File: src/rtl/hazard_unit_mc.sv
`default_nettype none
// ============================================================================
//  Module   : hazard_unit_mc
//  Purpose  : Pipeline hazard control with forwarding, multiply/divide busy
//             tracking with timeout, memory-wait freeze and a stall counter.
//  Revision : 1.0
// ============================================================================
module hazard_unit_mc #(
   parameter int         REG_AW        = 5,
   parameter logic [1:0] LOAD_RESULT   = 2'b01,
   parameter int         MD_MAX_CYCLES = 34,
   parameter int         CNT_W         = 16
) (
   input  logic              clk,
   input  logic              rst,
   input  logic [REG_AW-1:0] Rs1D,
   input  logic [REG_AW-1:0] Rs2D,
   input  logic [REG_AW-1:0] Rs1E,
   input  logic [REG_AW-1:0] Rs2E,
   input  logic [REG_AW-1:0] RdE,
   input  logic [1:0]        PCSrcE,
   input  logic [1:0]        ResultSrcE,
   input  logic              MulDivStartE,
   input  logic              MulDivDoneE,
   input  logic [REG_AW-1:0] RdM,
   input  logic              RegWriteM,
   input  logic              LoadPendingM,
   input  logic              MemReadyM,
   input  logic [REG_AW-1:0] RdW,
   input  logic              RegWriteW,
   output logic              StallF,
   output logic              StallD,
   output logic              StallE,
   output logic              StallM,
   output logic              FlushD,
   output logic              FlushE,
   output logic              FlushM,
   output logic              FlushW,
   output logic [1:0]        ForwardAE,
   output logic [1:0]        ForwardBE,
   output logic              MdTimeout,
   output logic [CNT_W-1:0]  StallCount
);

   localparam int                 c_MD_CW  = $clog2(MD_MAX_CYCLES + 1);
   localparam logic [c_MD_CW-1:0] c_MD_MAX = c_MD_CW'(MD_MAX_CYCLES);

   typedef enum logic [0:0] {
      S_RUN     = 1'b0,
      S_MD_BUSY = 1'b1
   } state_t;

   state_t             r_state;
   state_t             w_state_nxt;
   logic [c_MD_CW-1:0] r_md_cnt;
   logic [c_MD_CW-1:0] w_md_cnt_nxt;
   logic               r_md_timeout;
   logic [CNT_W-1:0]   r_stall_cnt;

   logic w_timeout;
   logic w_mem_wait;
   logic w_md_stall;
   logic w_lu;
   logic w_br;

   always_comb begin
      w_state_nxt  = r_state;
      w_md_cnt_nxt = r_md_cnt;
      w_timeout    = 1'b0;
      case (r_state)
         S_RUN: begin
            if (MulDivStartE && !MulDivDoneE) begin
               w_state_nxt  = S_MD_BUSY;
               w_md_cnt_nxt = c_MD_CW'(1);
            end
         end
         S_MD_BUSY: begin
            if (MulDivDoneE) begin
               w_state_nxt  = S_RUN;
               w_md_cnt_nxt = '0;
            end else if (r_md_cnt == c_MD_MAX) begin
               w_state_nxt  = S_RUN;
               w_md_cnt_nxt = '0;
               w_timeout    = 1'b1;
            end else begin
               w_md_cnt_nxt = r_md_cnt + c_MD_CW'(1);
            end
         end
         default: begin
            w_state_nxt  = S_RUN;
            w_md_cnt_nxt = '0;
         end
      endcase
   end

   assign w_mem_wait = LoadPendingM & ~MemReadyM;
   // The timeout cycle releases the stall so the pipeline is never wedged.
   assign w_md_stall = ((r_state == S_RUN) & MulDivStartE & ~MulDivDoneE) |
                       ((r_state == S_MD_BUSY) & ~MulDivDoneE & ~w_timeout);
   assign w_lu       = (ResultSrcE == LOAD_RESULT) && (RdE != '0) &&
                       ((RdE == Rs1D) || (RdE == Rs2D));
   assign w_br       = |PCSrcE;

   always_comb begin
      StallF    = 1'b0;
      StallD    = 1'b0;
      StallE    = 1'b0;
      StallM    = 1'b0;
      FlushD    = 1'b0;
      FlushE    = 1'b0;
      FlushM    = 1'b0;
      FlushW    = 1'b0;
      ForwardAE = 2'b00;
      ForwardBE = 2'b00;
      if (rst) begin
         if (RegWriteM && (RdM == Rs1E) && (Rs1E != '0))      ForwardAE = 2'b10;
         else if (RegWriteW && (RdW == Rs1E) && (Rs1E != '0)) ForwardAE = 2'b01;
         if (RegWriteM && (RdM == Rs2E) && (Rs2E != '0))      ForwardBE = 2'b10;
         else if (RegWriteW && (RdW == Rs2E) && (Rs2E != '0)) ForwardBE = 2'b01;

         if (w_mem_wait) begin
            StallF = 1'b1;
            StallD = 1'b1;
            StallE = 1'b1;
            StallM = 1'b1;
            FlushW = 1'b1;
         end else if (w_md_stall) begin
            StallF = 1'b1;
            StallD = 1'b1;
            StallE = 1'b1;
            FlushM = 1'b1;
         end else if (w_br) begin
            FlushD = 1'b1;
            FlushE = 1'b1;
         end else if (w_lu) begin
            StallF = 1'b1;
            StallD = 1'b1;
            FlushE = 1'b1;
         end
      end
   end

   always_ff @(posedge clk) begin
      if (!rst) begin
         r_state      <= S_RUN;
         r_md_cnt     <= '0;
         r_md_timeout <= 1'b0;
         r_stall_cnt  <= '0;
      end else begin
         r_state  <= w_state_nxt;
         r_md_cnt <= w_md_cnt_nxt;
         if (w_timeout)
            r_md_timeout <= 1'b1;
         if (StallF && !(&r_stall_cnt))
            r_stall_cnt <= r_stall_cnt + CNT_W'(1);
      end
   end

   assign MdTimeout  = r_md_timeout;
   assign StallCount = r_stall_cnt;

endmodule
`default_nettype wire

File: config.mk
export PLATFORM = sky130hd
export DESIGN_NAME = hazard_unit_mc
export DESIGN_NICKNAME = d
export VERILOG_FILES = /design/src/rtl/hazard_unit_mc.sv
export SDC_FILE = /design/constraint.sdc
export NUM_CORES = 1
export LEC_CHECK = 0
export ABC_CLOCK_PERIOD_IN_PS = 2700
export CORE_MARGIN = 8
export CORE_UTILIZATION = 42
export DETAILED_ROUTE_END_ITERATION = 8
export PLACE_DENSITY = 0.79
export SLEW_MARGIN = 20
export SYNTH_ARGS = -nofsm -noshare
export SYNTH_HDL_FRONTEND = slang
export SYNTH_SLANG_ARGS = --single-unit
File: constraint.sdc
create_clock -name clk -period 2.7 [get_ports clk]
set_clock_uncertainty 0.15 [all_clocks]
set_input_delay 0.27 -clock clk [delete_from_list [all_inputs] [get_ports clk]]
set_output_delay 0.27 -clock clk [all_outputs]
set_load 0.01 [all_outputs]
==> results.cfg, run 1 <==
[run_status]
outcome = complete, no violations

[min_path]
hp-class = reg2reg
hold_depth = 2

[timing]
period_needed_ns = 2.59
tns_ns = 0
setup-violations-final = 0
fmax_mhz = 386
setup_slack_ns = 0.109
hold_viol_final = 0
final.period_utilization_pct = 95.9
slew_violations = 0
slew-limit-headroom_pct = 70.1
tightest_slew_ns = 0.449

[floorplanning]
io_pins = 76
dieArea_sq_um = 6300
start_util_pct = 42.7
core-area_sq_um = 3940
die_x_um = 79.3
dieHeight_um = 79.3
num_rows = 23

[setup_path]
worst_ep_required_time_ns = 2.28
cp.depth = 7
path_delay_family = buffers and inverters
slowest_delay_ns = 0.56
path_max_fanout = 3
crit_chain = clkdlybuf4s50_1 -> xnor2_1 -> nand3_1 -> o22ai_2 -> nand2_1 -> a21oi_1 -> clkdlybuf4s50_1
cp-end-kind = primary output
cp_common_cell = clkdlybuf4s50_1
cp_slowest_cell = clkdlybuf4s50_1
worst-setup-path-type = in2out
start_kind = input pin
cp_num_buf_inv = 2
r2r_cells = 8
crit_arrival_ns = 2.17

[detailed_routing]
drc_errors = 0
detail-route-antenna-nets = 0
drt-total-wl_mm = 5.05
via_count = 1812
wl_per_cell_um = 14.7
dr.pass1.iters = 4
avgViaCountPerCell = 5.27
drtIter0Drc = 99

[pwr]
powerDensity_nw_per_um2 = 340
netSwitchingFraction_pct = 23.7
clkPwrFrac_pct = 35.0
seqPwrFrac_pct = 40.2
power.switching_mw = 0.214
ir_drop_uv = 256
comb_power_share_pct = 24.8
finalPower_mw = 0.903
p_int_mw = 0.689
p_leak_nw = 0.994

[synthesis]
synth_edf_count = 0
syn_inst = 208
yosys_register_bits = 24
synth_top_cell_by_area = dfxtp_1
async_flop_share_pct = 0
synth_ff_type = dfxtp_1
ys_top_cells_by_area = dfxtp_1 (29%), xnor2_1 (14%), mux2i_1 (6.5%)
netlist_area_sq_um = 1690
yosysWarnings = 0
ys_types = 38
synth_top_area_share_pct = 28.5
ys_seq_area_share_pct = 28.5
syn_nets = 258
synth.avg_cell_area_sq_um = 8.10

[global_route]
gr-total-overflow = 0
track_usage_pct = 15.8
antenna_found_initial = 0
grt_pass1_vias = 1839
grt_pass1_wl_mm = 8.31
grt_max_degree = 18

[finish]
nets = 345
drive_above_1_share_pct = 8.84
diodes = 0
syn2layout_area_growth_pct = 57.8

[clock_tree]
numCtsBuffers = 3
clockBufferDepth = 2
tritoncts = yes
cts-root-buf = clkbuf_8
clk_latency_ns = 0.26
htree_levels = 1
clock_sinks = 24
clk_pin_slew_ns = 0.09
hold_buffers = 0

[place]
preCtsSetupSlack_ns = -0.0654
routabilityCongestion = 0.843
port-buffer-count = 75
hpwl_mm = 4.05

[run]
maxCapViolations = 0
layout by cell type, fill, tap and decap left out, types with 2 or more instances in the layout:
master / Yosys / routed
o21ai_0: 2 / 2
xor2_1: 8 / 8
mux2i_1: 11 / 11
nand2_1: 24 / 24
dlymetal6s2s_1: 0 / 2
a21oi_1: 6 / 6
or4_1: 6 / 6
xnor2_1: 26 / 26
inv_1: 5 / 5
o41ai_1: 3 / 3
nor3_1: 4 / 4
nand4_1: 9 / 9
nor2_1: 17 / 17
nand2b_1: 6 / 6
ha_1: 3 / 3
nor4_1: 6 / 6
clkbuf_8: 0 / 3
nand3_1: 13 / 13
dlygate4sd2_1: 0 / 2
and3_1: 5 / 5
and2_1: 5 / 5
dfxtp_1: 24 / 24
buf_4: 3 / 15
clkdlybuf4s50_1: 0 / 71
area by class of cell:
type                            instances  area, sq um
Clock buffer                            3         41.3
Clock inverter                          1         30.0
Fill cell                             344         1280
Inverter                                6         22.5
Multi-Input combinational cell        170         1160
Sequential cell                        24          480
Tap cell                               50         62.6
Timing Repair Buffer                   90          866
final timing paths:
path,startpoint,end,slack [ns]
setup / recovery,RdE[4],FlushE,0.11
setup reg to reg,r_md_cnt[0]$_SDFFE_PN0P_,StallCount[15]$_SDFFE_PN0P_,0.35
hold / removal,StallCount[8]$_SDFFE_PN0P_,StallCount[8]$_SDFFE_PN0P_,0.34
hold reg to reg,StallCount[8]$_SDFFE_PN0P_,StallCount[8]$_SDFFE_PN0P_,0.34
timing repair:
action / CTS / global route
buffers inserted: 0 / 0
hold endpoints to repair: 0 / 0
endpoints found under the setup margin: 2 / 4
gates resized for setup: 2 / 5
cells in the mapped netlist (3+ instances only):
master / number
and3_1: 5
mux2i_1: 11
nand2b_1: 6
or4_1: 6
and2_1: 5
buf_4: 3
xor2_1: 8
ha_1: 3
a21oi_1: 6
xnor2_1: 26
o41ai_1: 3
nand3_1: 13
clkbuf_1: 3
inv_1: 5
nor4_1: 6
nor2_1: 17
nand4_1: 9
nor3_1: 4
nand2_1: 24
dfxtp_1: 24
power by group through the flow:
stage	logic [mW]	registers, mW	clock network, mW
final	0.224	0.363	0.316
after global routing	0.245	0.363	0.332
after CTS	0.224	0.362	0.324
after detailed placement	0.223	0.371	0
after global placement	0.219	0.370	0
after floorplan	0.0937	0.369	0
tightest hold or removal path: cells and delay by family (launching register included):
family | cells | cell delay (ns)
and+or+nand+nor | 1 | 0.06
DFF | 1 | 0.33
muxes | 1 | 0.05
flip-flops by register name, summed over array words and instances, names as in the netlist:
register	count
r_md_cnt	6
r_state	1
MdTimeout	1
StallCount	16
metal layers:
layer / part of all wire (%) / GRT usage [%]
met5: 0 / 0
met1: 43 / 18.8
met3: 8.9 / 4.85
met2: 47 / 26.8
met4: 1.6 / 3.89
cell families after synthesis:
logic type	Yosys count	share of synthesized area, %
buffers and inverters	14	3.93
XOR/XNOR	34	17.7
adder cells (fa/ha/maj)	3	2.23
flip-flops	24	28.5
AND/OR/NAND/NOR	100	30.6
multiplexers	11	6.53
AO/OA/AOI/OAI	22	10.5
per-stage QoR:
| stage | std cells | utilization (%) | instance area (sq um) | hold WS [ns] |
|---|---|---|---|---|
| 2_1_floorplan | 208 | - | 1690 | 0.321 |
| 3_3_place_gp | 340 | 65.1 | 2570 | 0.308 |
| 3_5_place_dp | 340 | 65.1 | 2570 | 0.325 |
| 4_1_cts | 344 | 66.9 | 2640 | 0.338 |
| 5_1_grt | 344 | 67.4 | 2660 | 0.373 |
| 6_report | 344 | 67.4 | 2660 | 0.336 |
Power figures use the tool's default switching activity.
==> run 2, diff against run 1 <==
Settings changed: GPL_ROUTABILITY_DRIVEN set to 0.
==> results of run 2 <==
No change in the layout: final DEF, timing and power equal those of run 1.
==> run 3, diff against run 2 <==
Settings changed: ABC_AREA set to 0.
==> results of run 3 <==
No change in the layout: final DEF, timing and power equal those of run 1.
